===== src/rtl/pc_fetch_unit.sv =====
// PC owner and instruction fetch front end: one outstanding imem request feeding a small
// prefetch FIFO toward decode. Optional macro FETCH_PERF_CNT_EN adds fetch_bubble_cnt.
module pc_fetch_unit #(
  parameter int                ADDR_W   = 16,
  parameter int                INSTR_W  = 16,
  parameter logic [ADDR_W-1:0] RESET_PC = '0,
  parameter int                FIFO_DEP = 2
) (
  input  logic               clk,
  input  logic               rst_n,
  input  logic               redirect_valid,
  input  logic [ADDR_W-1:0]  redirect_pc,
  output logic [ADDR_W-1:0]  pc,
  output logic               imem_req,
  output logic [ADDR_W-1:0]  imem_addr,
  input  logic               imem_gnt,
  input  logic               imem_rvalid,
  input  logic [INSTR_W-1:0] imem_rdata,
  output logic               instr_valid,
  output logic [INSTR_W-1:0] instr,
  output logic [ADDR_W-1:0]  instr_pc,
  input  logic               instr_ready,
  output logic [1:0]         dbg_state
`ifdef FETCH_PERF_CNT_EN
  ,output logic [15:0]       fetch_bubble_cnt
`endif
);

  localparam int PTR_W = (FIFO_DEP > 1) ? $clog2(FIFO_DEP) : 1;
  localparam int CNT_W = PTR_W + 1;
  localparam logic [CNT_W-1:0] DEP_C = CNT_W'(FIFO_DEP);

  localparam logic [1:0] S_IDLE = 2'd0;
  localparam logic [1:0] S_REQ  = 2'd1;
  localparam logic [1:0] S_WAIT = 2'd2;

  logic [1:0]         state, state_nxt;
  logic               kill, kill_nxt;
  logic [ADDR_W-1:0]  req_addr;
  logic [PTR_W-1:0]   wr_ptr, rd_ptr;
  logic [CNT_W-1:0]   count, count_nxt;
  logic [INSTR_W-1:0] fifo_instr [FIFO_DEP];
  logic [ADDR_W-1:0]  fifo_pc    [FIFO_DEP];
  logic               push, pop, gnt_fire, has_room;

  // Handshakes: imem transfers on imem_req && imem_gnt; decode pops on instr_valid && instr_ready.
  // imem_req/imem_addr stay stable until granted unless a redirect lands.
  assign imem_req    = (state == S_REQ);
  assign imem_addr   = pc;
  assign instr_valid = (count != '0);
  assign instr       = instr_valid ? fifo_instr[rd_ptr] : '0;
  assign instr_pc    = instr_valid ? fifo_pc[rd_ptr]    : '0;
  assign dbg_state   = state;

  assign gnt_fire = imem_req && imem_gnt;
  // A killed (stale) response or one landing with a redirect is never pushed.
  assign push     = (state == S_WAIT) && imem_rvalid && !kill && !redirect_valid;
  assign pop      = instr_valid && instr_ready && !redirect_valid;

  always_comb begin
    count_nxt = count;
    if (push && !pop) count_nxt = count + 1'b1;
    else if (pop && !push) count_nxt = count - 1'b1;
  end

  assign has_room = (count_nxt < DEP_C);

  always_comb begin
    state_nxt = state;
    kill_nxt  = kill;
    case (state)
      S_IDLE: begin
        if (redirect_valid || (count < DEP_C)) state_nxt = S_REQ;
      end
      S_REQ: begin
        if (imem_gnt) begin
          state_nxt = S_WAIT;
          kill_nxt  = redirect_valid;
        end
      end
      S_WAIT: begin
        if (imem_rvalid) begin
          kill_nxt  = 1'b0;
          state_nxt = (redirect_valid || has_room) ? S_REQ : S_IDLE;
        end else if (redirect_valid) begin
          kill_nxt = 1'b1;
        end
      end
      default: state_nxt = S_IDLE;
    endcase
  end

  always_ff @(posedge clk or negedge rst_n) begin
    if (!rst_n) begin
      state    <= S_IDLE;
      kill     <= 1'b0;
      pc       <= RESET_PC;
      req_addr <= RESET_PC;
    end else begin
      state <= state_nxt;
      kill  <= kill_nxt;
      if (gnt_fire) req_addr <= pc;
      if (redirect_valid) pc <= redirect_pc;
      else if (gnt_fire) pc <= pc + 1'b1;
    end
  end

  always_ff @(posedge clk or negedge rst_n) begin
    if (!rst_n) begin
      wr_ptr <= '0;
      rd_ptr <= '0;
      count  <= '0;
    end else if (redirect_valid) begin
      wr_ptr <= '0;
      rd_ptr <= '0;
      count  <= '0;
    end else begin
      if (push) wr_ptr <= wr_ptr + 1'b1;
      if (pop)  rd_ptr <= rd_ptr + 1'b1;
      count <= count_nxt;
    end
  end

  // Storage needs no reset: outputs are gated by instr_valid.
  always_ff @(posedge clk) begin
    if (push) begin
      fifo_instr[wr_ptr] <= imem_rdata;
      fifo_pc[wr_ptr]    <= req_addr;
    end
  end

`ifdef FETCH_PERF_CNT_EN
  always_ff @(posedge clk or negedge rst_n) begin
    if (!rst_n) begin
      fetch_bubble_cnt <= '0;
    end else if (!instr_valid && instr_ready && (fetch_bubble_cnt != 16'hFFFF)) begin
      fetch_bubble_cnt <= fetch_bubble_cnt + 16'd1;
    end
  end
`endif

endmodule

===== config.mk =====
export PLATFORM = sky130hd
export DESIGN_NAME = pc_fetch_unit
export DESIGN_NICKNAME = d
export VERILOG_FILES = /design/src/rtl/pc_fetch_unit.sv
export SDC_FILE = /design/constraint.sdc
export NUM_CORES = 1
export LEC_CHECK = 0
export CAP_MARGIN = 30
export CORE_UTILIZATION = 60
export DETAILED_ROUTE_END_ITERATION = 8
export DONT_BUFFER_PORTS = 1
export GPL_TIMING_DRIVEN = 0
export PLACE_DENSITY_LB_ADDON = 0.08
export SYNTH_ARGS = -nofsm -noshare
export SYNTH_HDL_FRONTEND = slang
export SYNTH_SLANG_ARGS = --single-unit

===== constraint.sdc =====
create_clock -name clk -period 12.6 [get_ports clk]
set_input_delay 2.52 -clock clk [delete_from_list [all_inputs] [get_ports clk]]
set_output_delay 2.52 -clock clk [all_outputs]
set_load 0.1 [all_outputs]

Yosys cells after proc, flatten, opt, wreduce, memory -nomap -nowiden --
Memory sizes are Yosys's and may differ from the RTL's. Index checks and enable logic that the tools add are counted.
Storage, ports and cells: register bits 39, memory bits (writable) 64, input bits 38, output and inout port bits 68, logic and storage cells 66, memories 2
Memory list:
- fifo_instr | words 2, width 16, rd ports 1, clocked after Yosys merged registers in 0, wr ports 1, RTL line 42 | logic [INSTR_W-1:0] fifo_instr [FIFO_DEP];
- fifo_pc | words 2, width 16, rd ports 1, clocked after Yosys merged registers in 0, wr ports 1, RTL line 43 | logic [ADDR_W-1:0] fifo_pc [FIFO_DEP];
Cells by class: add/subtract/negate cells 5, order comparisons 2, equal/unequal tests 6, multiplexer cells 22, reduce and logical (&&, ||, !) cells 22
Operator list (number):
- 16-bit two-way mux | 4
- 16-bit by 1-bit adder with 16-bit output, second input constant | 1
- 2-bit two-way mux | 6
- 1-bit two-way mux | 10
- 2-bit nonzero test | 5
- 1-bit logical AND | 8
- 2-bit case mux with 3 select lines | 1
- 3-bit AND reduction | 2
- 1-bit zero test | 4
- 2-bit < comparator, second input constant | 2
- 2-bit inequality test, second input constant | 2
- 3-bit inequality test, second input constant | 1
- 1-bit adder, second input constant | 2
- 2-bit by 1-bit adder with 2-bit output, second input constant | 1
- 2-bit by 1-bit == test with 1-bit output, second input constant | 1
- 2-bit == test, second input constant | 1
- 2-bit zero test | 1
- 1-bit logical OR | 2
- 2-bit by 1-bit inequality test with 1-bit output, second input constant | 1
- 1-bit case mux with 2 select lines | 1
- 2-bit by 1-bit subtractor with 2-bit output, second input constant | 1

Logic depth before layout (Yosys ltp) --
depth after elaboration 13, depth in mapped cells 7

Worst setup path before layout --
OpenSTA, ideal clock, no wires.
path kind input to register, from input redirect_valid, to memory fifo_instr[0][0] (enable), setup time 501 ps, arrival time 5866 ps, path slack 6233 ps, cell stages on the path 2, buffers on the path 1, cell sequence clkbuf_1 -> nor4_1
On the way: longest elaborated chain between the ends 4
Ends and longest elaborated chain:
- start: declaration | RTL line 11 | input logic redirect_valid,
- 1-bit zero test | RTL line 57 | assign push = (state == S_WAIT) && imem_rvalid && !kill && !redirect_valid;
- 1-bit logical AND | RTL line 57
- 1-bit two-way mux | RTL line 126 | if (push) begin
- 1-bit two-way mux (not written as such) | RTL line 127 | fifo_instr[wr_ptr] <= imem_rdata;
- end: declaration | RTL line 42
No other way between the ends.

Worst setup path after layout --
from register count[0], to output instr_valid
On the way: longest elaborated chain between the ends 1
Ends and longest elaborated chain:
- start: declaration | RTL line 41 | logic [CNT_W-1:0] count, count_nxt;
- start signal: assignment | RTL line 120 | count <= count_nxt;
- 2-bit nonzero test | RTL line 50 | assign instr_valid = (count != '0);
- end: declaration | RTL line 19 | output logic instr_valid,
No other way between the ends.

==> results.tsv <==
metric	value	unit
outcome	complete, no violations	
nFillCells	352	
sw_frac_of_total	51.4	%
r2r_end	fifo_instr[0][5]	
p_int	735	µW
die_area	7690	µm²
wl_per_cell	17.9	µm
grt_pass1_wl	14.3	mm
max-clock-path-buffers	2	
first_global_vias	2954	
insertedDiodeCount	0	
synth_compound_area_share	3.95	%
postSynthRegisterBits	103	
worstReg2RegStart	dbg_state[0]	
drt_pass1_iterations	4	
leakage	2.15	nW
start_util	63.4	%
cts.reportedPaths.clkPinSlew	0.10	ns
die_h	87.7	µm
cts_num_sinks	103	
finClkSkew	0.00678	ns
syn-num-nets	398	
gp_congestion	0.817	
synthMuxAreaShare	7.73	%
cts_tree	built	
cts_root_buf	clkbuf_8	
comb_power_share	55.1	%
p_sw	778	µW
io-pin-count	106	
fin_area	5670	µm²
hold_start	req_addr[13]	
hold-path-cell-count	0	
layout.nets	457	
final-hold-violation-count	0	
synth_edf_count	64	
setup_viol	0	
dp_hpwl	6.69	mm
fp.dieW	87.7	µm
dpl_cell_area	5420	µm²
wirelength	9.26	mm
slew_violations	0	
grt_max_degree	40	
synth_fa_ha_area_share	0.568	%
fmax	0.197	GHz
clock_latency	0.36	ns
power_per_cell_area	267	nW/µm²
syn_inst	358	
antenna_found_initial	0	
fin_hold_ws	0.479	ns
end_kind	primary output	
synthDistinctLibCells	35	
cts_resized	0	
flow.area_growth_from_synthesis	28.8	%
p_seq_share	32.4	%
start_kind	register	
routed_via_density	5.59	
cts_hold_buffers	0	
port_buffers	0	
numCtsBuffers	9	
route.detailed.drc	0	
hold_end	fifo_pc[0][13]	
path_class	register to primary output	
fin_crit_sh	40.4	%
fp-row-count	30	
ys.flop_type	edfxtp_1	
cts_max_level	3	
postCtsSetupRepairBufs	0	
drtIter0Drc	104	
fin_tns_setup	0	ns
worstPathRequired	10.08	ns
avgSynthCellArea	12.3	µm²
drive_above_1_share	29.6	%
synth_seq_area_share	65.8	%
hold_path.class	register to register	
worst_slew_pin_slew	1.04	ns
slew_headroom	30.6	%
syn_area	4400	µm²
core-area	6940	µm²
overflow	0	
drv_cap	0	
antenna_left	0	
ir_drop	0.170	mV
yosys.area_share.simple	13.9	%
yosys_warnings	0	
post-route-min-period	5.09	ns
via_count	2898	
cp.arrival	2.57	ns
synth-xor-area-share	2.78	%
r2r.worst_path.cells	7	
rsz0062_at_grt	no	
synth_top_family_by_area	simple AND/OR/NAND/NOR gates	
grt_usage	25.3	%
pwr-share-clk	12.6	%
path_max_fanout	10	
layout_common_cells	edfxtp_1, nand2_1, dfrtp_1	
rrSetupSlack	9.73	ns
synthArstFlopShare	37.9	%
final_common_cell	edfxtp_1	
## synth_stat cells (3+ instances only)
| cell | instances | area share [%] |
|---|---|---|
| clkbuf_1 | 14 | 1.2 |
| buf_2 | 3 | 0.34 |
| nor2b_1 | 3 | 0.43 |
| xnor2_1 | 12 | 2.4 |
| mux2i_1 | 34 | 7.7 |
| dfrtp_1 | 39 | 22 |
| a31oi_1 | 4 | 0.57 |
| nor4_1 | 3 | 0.43 |
| inv_1 | 10 | 0.85 |
| o21ai_0 | 21 | 2.4 |
| nand4_1 | 6 | 0.85 |
| nand3_1 | 3 | 0.34 |
| nand2_1 | 55 | 4.7 |
| nor3_1 | 4 | 0.45 |
| nor2_1 | 42 | 3.6 |
| edfxtp_1 | 64 | 44 |
| buf_4 | 17 | 2.9 |
## layer usage
| layer | vias up | track usage [%] | share of wire [%] |
|---|---|---|---|
| met5 | - | 0 | 0 |
| met4 | 0 | 9.09 | 1.9 |
| met3 | 19 | 6.22 | 6.4 |
| met2 | 116 | 44.0 | 52 |
| met1 | 1410 | 30.8 | 40 |
| li1 | 1353 | - | - |
## power groups by stage
stage / logic, mW / clock network (mW) / registers [mW]
6_report: 0.833 / 0.190 / 0.490
5_1_grt: 0.867 / 0.204 / 0.496
4_1_cts: 0.819 / 0.192 / 0.498
3_5_place_dp: 0.816 / 0 / 0.506
3_3_place_gp: 0.575 / 0 / 0.529
2_1_floorplan: 0.537 / 0 / 0.519
## per-stage QoR
step | utilization, % | power, mW | setup WS (ns) | std cells
floorplan | - | 1.06 | 6.23 | 358
global placement | 65.1 | 1.10 | 4.62 | 454
detailed placement | 78.1 | 1.32 | 7.92 | 499
CTS | 80.7 | 1.51 | 7.49 | 515
global route | 81.6 | 1.57 | 7.41 | 518
finish | 81.6 | 1.51 | 7.51 | 518
## state kept, by name, indices dropped and copies added, names as in the netlist, 2 cells and up
| signal | flops |
|---|---|
| fifo_instr | 32 |
| fifo_pc | 32 |
| imem_addr | 16 |
| req_addr | 16 |
| count | 2 |
| dbg_state | 2 |
## kinds of logic after synthesis
group	after synthesis
DFF	103
adders and majority gates	2
and+or+nand+nor	130
muxes	34
buffers and inverters	44
AOI/OAI and AO/OA	31
xor gates and xnor gates	14
## critical path, cell delays in order, from the launching register on
cell and delay (ns):
dfrtp_1 0.41, inv_1 0.06, ha_1 0.13, clkbuf_1 0.41, clkbuf_1 0.57, inv_1 0.60
## cell type report
cell class | instances | area, µm² | share of cell area (%)
tap | 96 | 120 | 2.12
sequential | 103 | 2900 | 51.1
multi-input combinational | 211 | 1360 | 24.0
inverter | 10 | 37.5 | 0.662
clock inverter | 7 | 57.6 | 1.02
timing repair buffer | 48 | 875 | 15.4
buffer | 34 | 195 | 3.44
clock buffer | 9 | 124 | 2.18
## how the worst max path moves through the flow
stage | to | slack (ns) | startpoint | cells after the start
after floorplan | fifo_instr[0][0] | 6.23 | redirect_valid | 2
after global placement | fifo_instr[0][7] | 4.62 | redirect_valid | 2
after detailed placement | instr_valid | 7.92 | count[0] | 5
after CTS | instr_valid | 7.49 | count[0] | 5
after global routing | instr_valid | 7.41 | count[0] | 5
final | instr_valid | 7.51 | count[0] | 5
No activity file was read; power rests on OpenSTA's default activity.
